### src/rtl/isolator_spi_pkg.sv
// Shared types and sizing helpers for the isolator-side serial responder.
package isolator_spi_pkg;

  typedef enum logic [2:0] {IDLE, CMD, ADDR, DATA, DONE} state_e;

  localparam int DEF_ADDR_BITS = 7;
  localparam int DEF_DATA_BITS = 8;
  localparam int DEF_NUM_REGS  = 16;

  // One R/W bit, then the address field, then the data field.
  localparam int FRAME_BITS = 1 + DEF_ADDR_BITS + DEF_DATA_BITS;

  // The bit counter indexes every sck rise of a frame, so it must hold FRAME_BITS-1.
  function automatic int cnt_bits(input int addr_bits, input int data_bits);
    return $clog2(1 + addr_bits + data_bits);
  endfunction

endpackage

### src/rtl/isolator_spi_responder_sync_edge_detect.sv
// Two-flop synchronizer with one extra delayed copy for single-cycle rise/fall pulses.
module sync_edge_detect (
  input  logic clk,
  input  logic reset,
  input  logic din,
  output logic level,
  output logic rise,
  output logic fall
);

  logic meta;
  logic sync;
  logic prev;

  // Resetting to 0 means a low cs_n at reset release is not seen as a fall.
  always_ff @(posedge clk or posedge reset) begin
    if (reset) begin
      meta <= 1'b0;
      sync <= 1'b0;
      prev <= 1'b0;
    end else begin
      meta <= din;
      sync <= meta;
      prev <= sync;
    end
  end

  assign level = sync;
  assign rise  = sync & ~prev;
  assign fall  = ~sync & prev;

endmodule

### src/rtl/isolator_spi_responder.sv
// Serial control-link responder: framed read/write commands into a local register bank.
// Define ISOLATOR_SPI_WR_FIFO_EN to report each completed write on the wr_* handshake port.
module isolator_spi_responder
  import isolator_spi_pkg::*;
#(
  parameter int ADDR_BITS = DEF_ADDR_BITS,
  parameter int DATA_BITS = DEF_DATA_BITS,
  parameter int NUM_REGS  = DEF_NUM_REGS
) (
  input  logic                          clk,
  input  logic                          reset,
  input  logic                          sck,
  input  logic                          cs_n,
  input  logic                          mdi,
  output logic                          mdo,
  output logic [NUM_REGS*DATA_BITS-1:0] regs_out,
  input  logic                          wr_ready,
  output logic                          wr_enable,
  output logic [ADDR_BITS+DATA_BITS-1:0] wr_data,
  output logic                          wr_ovf
);

  localparam int CNT_W = cnt_bits(ADDR_BITS, DATA_BITS);
  localparam int IDX_W = (NUM_REGS > 1) ? $clog2(NUM_REGS) : 1;

  logic sck_level, sck_rise, sck_fall;
  logic cs_level, cs_rise, cs_fall;
  logic mdi_level, mdi_rise, mdi_fall;

  sync_edge_detect u_sync_sck (
    .clk(clk), .reset(reset), .din(sck),
    .level(sck_level), .rise(sck_rise), .fall(sck_fall)
  );

  sync_edge_detect u_sync_cs (
    .clk(clk), .reset(reset), .din(cs_n),
    .level(cs_level), .rise(cs_rise), .fall(cs_fall)
  );

  sync_edge_detect u_sync_mdi (
    .clk(clk), .reset(reset), .din(mdi),
    .level(mdi_level), .rise(mdi_rise), .fall(mdi_fall)
  );

  logic unused_edges;
  assign unused_edges = ^{sck_level, cs_rise, mdi_rise, mdi_fall};

  state_e                 state;
  logic                   is_read;
  logic [CNT_W-1:0]       bit_cnt;
  logic [ADDR_BITS-1:0]   addr;
  logic [ADDR_BITS-1:0]   addr_next;
  logic [DATA_BITS-1:0]   rx_shift;
  logic [DATA_BITS-1:0]   rx_next;
  logic [DATA_BITS-1:0]   tx_shift;
  logic [DATA_BITS-1:0]   rd_value;
  logic                   commit_valid;
  logic [ADDR_BITS-1:0]   commit_addr;
  logic [DATA_BITS-1:0]   commit_data;
  logic                   commit_in_range;
  logic [DATA_BITS-1:0]   regs [NUM_REGS];

  always_comb begin
    addr_next = {addr[ADDR_BITS-2:0], mdi_level};
    rx_next   = {rx_shift[DATA_BITS-2:0], mdi_level};
    rd_value  = '0;
    if (int'(addr_next) < NUM_REGS)
      rd_value = regs[addr_next[IDX_W-1:0]];
  end

  // bit_cnt holds the index within the frame of the next sck rise.
  always_ff @(posedge clk or posedge reset) begin
    if (reset) begin
      state        <= IDLE;
      is_read      <= 1'b0;
      bit_cnt      <= '0;
      addr         <= '0;
      rx_shift     <= '0;
      tx_shift     <= '0;
      mdo          <= 1'b0;
      commit_valid <= 1'b0;
      commit_addr  <= '0;
      commit_data  <= '0;
    end else begin
      commit_valid <= 1'b0;
      if (cs_level) begin
        state   <= IDLE;
        mdo     <= 1'b0;
        bit_cnt <= '0;
      end else begin
        unique case (state)
          IDLE: begin
            mdo <= 1'b0;
            if (cs_fall) begin
              state   <= CMD;
              bit_cnt <= '0;
            end
          end
          CMD: begin
            mdo <= 1'b0;
            if (sck_rise) begin
              is_read <= mdi_level;
              bit_cnt <= CNT_W'(1);
              state   <= ADDR;
            end
          end
          ADDR: begin
            mdo <= 1'b0;
            if (sck_rise) begin
              addr    <= addr_next;
              bit_cnt <= bit_cnt + CNT_W'(1);
              if (bit_cnt == CNT_W'(ADDR_BITS)) begin
                tx_shift <= rd_value;
                state    <= DATA;
              end
            end
          end
          DATA: begin
            // Read data leaves on falls so the FPGA samples a settled bit on the next rise.
            if (is_read && sck_fall) begin
              mdo      <= tx_shift[DATA_BITS-1];
              tx_shift <= {tx_shift[DATA_BITS-2:0], 1'b0};
            end
            if (sck_rise) begin
              rx_shift <= rx_next;
              bit_cnt  <= bit_cnt + CNT_W'(1);
              if (bit_cnt == CNT_W'(ADDR_BITS + DATA_BITS)) begin
                state <= DONE;
                mdo   <= 1'b0;
                if (!is_read) begin
                  commit_valid <= 1'b1;
                  commit_addr  <= addr;
                  commit_data  <= rx_next;
                end
              end
            end
          end
          DONE: mdo <= 1'b0;
          default: begin
            state <= IDLE;
            mdo   <= 1'b0;
          end
        endcase
      end
    end
  end

  assign commit_in_range = int'(commit_addr) < NUM_REGS;

  always_ff @(posedge clk or posedge reset) begin
    if (reset) begin
      for (int i = 0; i < NUM_REGS; i++)
        regs[i] <= '0;
    end else if (commit_valid && commit_in_range) begin
      regs[commit_addr[IDX_W-1:0]] <= commit_data;
    end
  end

  for (genvar g = 0; g < NUM_REGS; g++) begin : g_flat
    assign regs_out[g*DATA_BITS +: DATA_BITS] = regs[g];
  end

`ifdef ISOLATOR_SPI_WR_FIFO_EN
  // A commit on the same cycle as a handshake reuses the slot being freed.
  always_ff @(posedge clk or posedge reset) begin
    if (reset) begin
      wr_enable <= 1'b0;
      wr_data   <= '0;
      wr_ovf    <= 1'b0;
    end else if (commit_valid) begin
      if (!wr_enable || wr_ready) begin
        wr_enable <= 1'b1;
        wr_data   <= {commit_addr, commit_data};
      end else begin
        wr_ovf <= 1'b1;
      end
    end else if (wr_enable && wr_ready) begin
      wr_enable <= 1'b0;
      wr_data   <= '0;
    end
  end
`else
  logic unused_ready;
  assign unused_ready = wr_ready;
  assign wr_enable    = 1'b0;
  assign wr_data      = '0;
  assign wr_ovf       = 1'b0;
`endif

endmodule

### config.mk
export PLATFORM = sky130hd
export DESIGN_NAME = isolator_spi_responder
export DESIGN_NICKNAME = d
export VERILOG_FILES = /design/src/rtl/isolator_spi_pkg.sv /design/src/rtl/isolator_spi_responder_sync_edge_detect.sv /design/src/rtl/isolator_spi_responder.sv
export SDC_FILE = /design/constraint.sdc
export NUM_CORES = 1
export LEC_CHECK = 0
export ABC_AREA = 1
export CORE_MARGIN = 2
export CORE_UTILIZATION = 45
export CTS_CLUSTER_DIAMETER = 120
export DETAILED_ROUTE_END_ITERATION = 8
export PLACE_DENSITY = 0.75
export SYNTH_ARGS = -nofsm -noshare
export SYNTH_HDL_FRONTEND = slang
export SYNTH_SLANG_ARGS = --single-unit
### constraint.sdc
create_clock -name clk -period 12.5 [get_ports clk]
set_input_delay 2.5 -clock clk [delete_from_list [all_inputs] [get_ports clk]]
set_output_delay 2.5 -clock clk [all_outputs]
set_load 0.02 [all_outputs]
==> impl_metrics.env <==
export IMPL_synthArstFlopShare=1.00
export IMPL_cpLargestDelayFamily="buffers and inverters"
export IMPL_powerDensity_nw_per_um2=136
export IMPL_routed_wl_um=24200
export IMPL_wire_per_inst_um=17.6
export IMPL_power_leakage_nw=4.51
export IMPL_drtIter0Drc=838
export IMPL_total_power_mw=1.40
export IMPL_root_buffer="clkbuf_16"
export IMPL_min_to="u_sync_sck.level$_DFF_PP0_"
export IMPL_path_buf_inv=3
export IMPL_insertedDiodeCount=0
export IMPL_vias=7404
export IMPL_cpPeakStageDelay_ns=0.85
export IMPL_dieArea_sq_um=19900
export IMPL_final_nets=1138
export IMPL_cts_tree="built"
export IMPL_ctsHoldBuffers=0
export IMPL_cts_buffers=17
export IMPL_ctsResizeCount=0
export IMPL_yosysSeqAreaShare=0.541
export IMPL_finalCritPeriodShare=0.341
export IMPL_utilization=0.554
export IMPL_finalHoldViolCount=0
export IMPL_crit_start="reset"
export IMPL_cts_sinks=183
export IMPL_outcome="complete, no violations"
export IMPL_post_cts_buffers=0
export IMPL_clk_pin_slew_worst_paths_ns=0.06
export IMPL_worstPathMaxFanout=114
export IMPL_finalSetupTns_ns=0
export IMPL_fin_skew_ns=0.0152
export IMPL_gr_total_overflow=0
export IMPL_clockBufferDepth=2
export IMPL_cp_depth=3
export IMPL_vdd_drop_max_uv=107
export IMPL_tightest_slew_ns=1.14
export IMPL_die_w_um=141
export IMPL_rsz0062_at_grt="false"
export IMPL_port_buffers=133
export IMPL_drive_above_1_share=0.0402
export IMPL_grtUsageTotal=0.250
export IMPL_drtAntennaViolNets=0
export IMPL_synthFlopType="dfrtp_1"
export IMPL_grt_antenna_before_repair=2
export IMPL_first_global_vias=6862
export IMPL_grt_pass1_wl_um=38100
export IMPL_dr_pass1_iters=5
export IMPL_crit_chain="clkdlybuf4s50_1 > inv_6 > buf_4"
export IMPL_timing_final_ws_setup_ns=8.23
export IMPL_clk_latency_ns=0.44
export IMPL_syn_inst=1031
export IMPL_ys_seq_elements=183
export IMPL_drc_errors=0
export IMPL_placed_area_sq_um=9720
export IMPL_netlist_area_leader_share=0.541
export IMPL_slew_viol_final=0
export IMPL_synth_most_common_cell="nand2_1"
export IMPL_rows=50
export IMPL_synth_cell_types=32
export IMPL_ys_warnings_count=0
export IMPL_htreeDepth=4
export IMPL_hold_depth=0
export IMPL_r2r_start="u_sync_mdi.level$_DFF_PP0_"
export IMPL_maxCapViolCount=0
export IMPL_max_slew_margin_rel=0.238
export IMPL_synth_top_cell_by_area="dfrtp_1"
export IMPL_die_y_um=141
export IMPL_slowest_stage="buf_4"
export IMPL_cp_arrival_ns=4.65
export IMPL_vias_per_cell=5.38
export IMPL_postLayoutCellArea_sq_um=10300
export IMPL_period_minus_slack_ns=4.27
export IMPL_start_kind="input port"
export IMPL_globalplace_congestion=0.949
export IMPL_core_area_sq_um=18600
export IMPL_syn_avg_cell_area_sq_um=8.20
export IMPL_hpwl_um=15700
export IMPL_syn_to_final_growth_pct=21.8
export IMPL_fmax_ghz=0.234
export IMPL_synth_edf_count=0
export IMPL_r2r_setup_slack_ns=9.68
export IMPL_path_class="input port to async pin"
export IMPL_synthTopCellsByCount="302 x nand2_1, 188 x o21ai_0, 183 x dfrtp_1"
export IMPL_hp_start="u_sync_sck.meta$_DFF_PP0_"
export IMPL_setup_violations=0
export IMPL_worst_r2r_endpoint="tx_shift[0]$_DFFE_PP0P_"
export IMPL_worst_ep_required_time_ns=12.88
export IMPL_hp_class="flop to flop"
export IMPL_yosys_top_cells_area="dfrtp_1 54%, nand2_1 13%, o21ai_0 11%"
export IMPL_grt_max_degree=115
export IMPL_netlist_area_sq_um=8460
export IMPL_pre_cts_ws_ns=7.72
export IMPL_end_kind="async pin"
export IMPL_io_pins=152
export IMPL_rr_worst_depth=8
export IMPL_start_util=0.455
power by group:
part | internal, mW | switching (mW) | total, mW
sequential | 0.619 | 0.0240 | 0.643
combinational | 0.0618 | 0.156 | 0.218
clock | 0.317 | 0.223 | 0.540
total | 0.997 | 0.403 | 1.40
worst max path at each step:
stage | end | slack (ns)
after floorplan | addr[0]$_DFFE_PP0P_ | 5.03
after global placement | u_sync_mdi.level$_DFF_PP0_ | 7.73
after detailed placement | u_sync_mdi.level$_DFF_PP0_ | 7.72
after CTS | u_sync_mdi.level$_DFF_PP0_ | 8.17
after global routing | u_sync_mdi.level$_DFF_PP0_ | 7.90
final | u_sync_mdi.level$_DFF_PP0_ | 8.23
flip-flops by register name (all words and copies together) (netlist names), 3 cells and up:
signal       cells
addr             7
bit_cnt          4
commit_addr      7
commit_data      8
regs_out       128
rx_shift         7
state            3
tx_shift         8
final cells by class:
cell class	instances	area, sq um
clock buffers	21	450
repair buffers	136	1350
fillers	1656	8280
inverters	93	354
well taps	234	293
flip-flops and latches	183	4580
multi-input cells	700	3140
clock inverters	10	129
stage by stage:
stage / hold WS [ns] / instances
finish: 0.346 / 1377
global placement: 0.334 / 1346
global route: 0.355 / 1377
floorplan: 0.331 / 1047
detailed placement: 0.336 / 1346
CTS: 0.350 / 1377
placed cells by master, fill, tap and decap left out, drive strengths merged:
master / instances
nor3b: 1
bufinv: 3
nor2: 68
o21ai: 200
buf: 3
nand2: 303
inv: 91
a31oi: 1
nand3: 70
clkdlybuf4s50: 133
nor3: 7
nand3b: 1
ha: 1
dfrtp: 183
conb: 17
o221ai: 1
nand4: 2
clkinv: 9
o211ai: 12
clkbuf: 21
mux2i: 1
o22ai: 1
a21oi: 14
cells by family (layout without fill, tap and decap cells):
family | after synthesis | in the layout | share of synthesized area
AND/OR/NAND/NOR | 452 | 452 | 0.221
AO/OA/AOI/OAI | 229 | 229 | 0.140
flip-flops | 183 | 183 | 0.541
buffers and inverters | 164 | 260 | 0.0945
adder cells (fa/ha/maj) | 1 | 1 | 0.00148
other | 1 | 17 | 0.000443
multiplexers | 1 | 1 | 0.00118
layer usage:
metal  routed length [um]  GRT usage  vias up
met1                10500      0.357     3484
li1                     -          -     3479
met3                 2170     0.0608       53
met2                10800      0.368      388
met5                    0          0        -
met4                  830      0.100        0
worst reg2reg max path: cells and delay by family (launching register included):
family | cells | cell delay, ns
AND/OR/NAND/NOR | 4 | 0.33
AO/OA/AOI/OAI | 2 | 0.74
flip-flops | 1 | 0.39
buffers and inverters | 2 | 1.32
(Power assumes the default switching activity.)
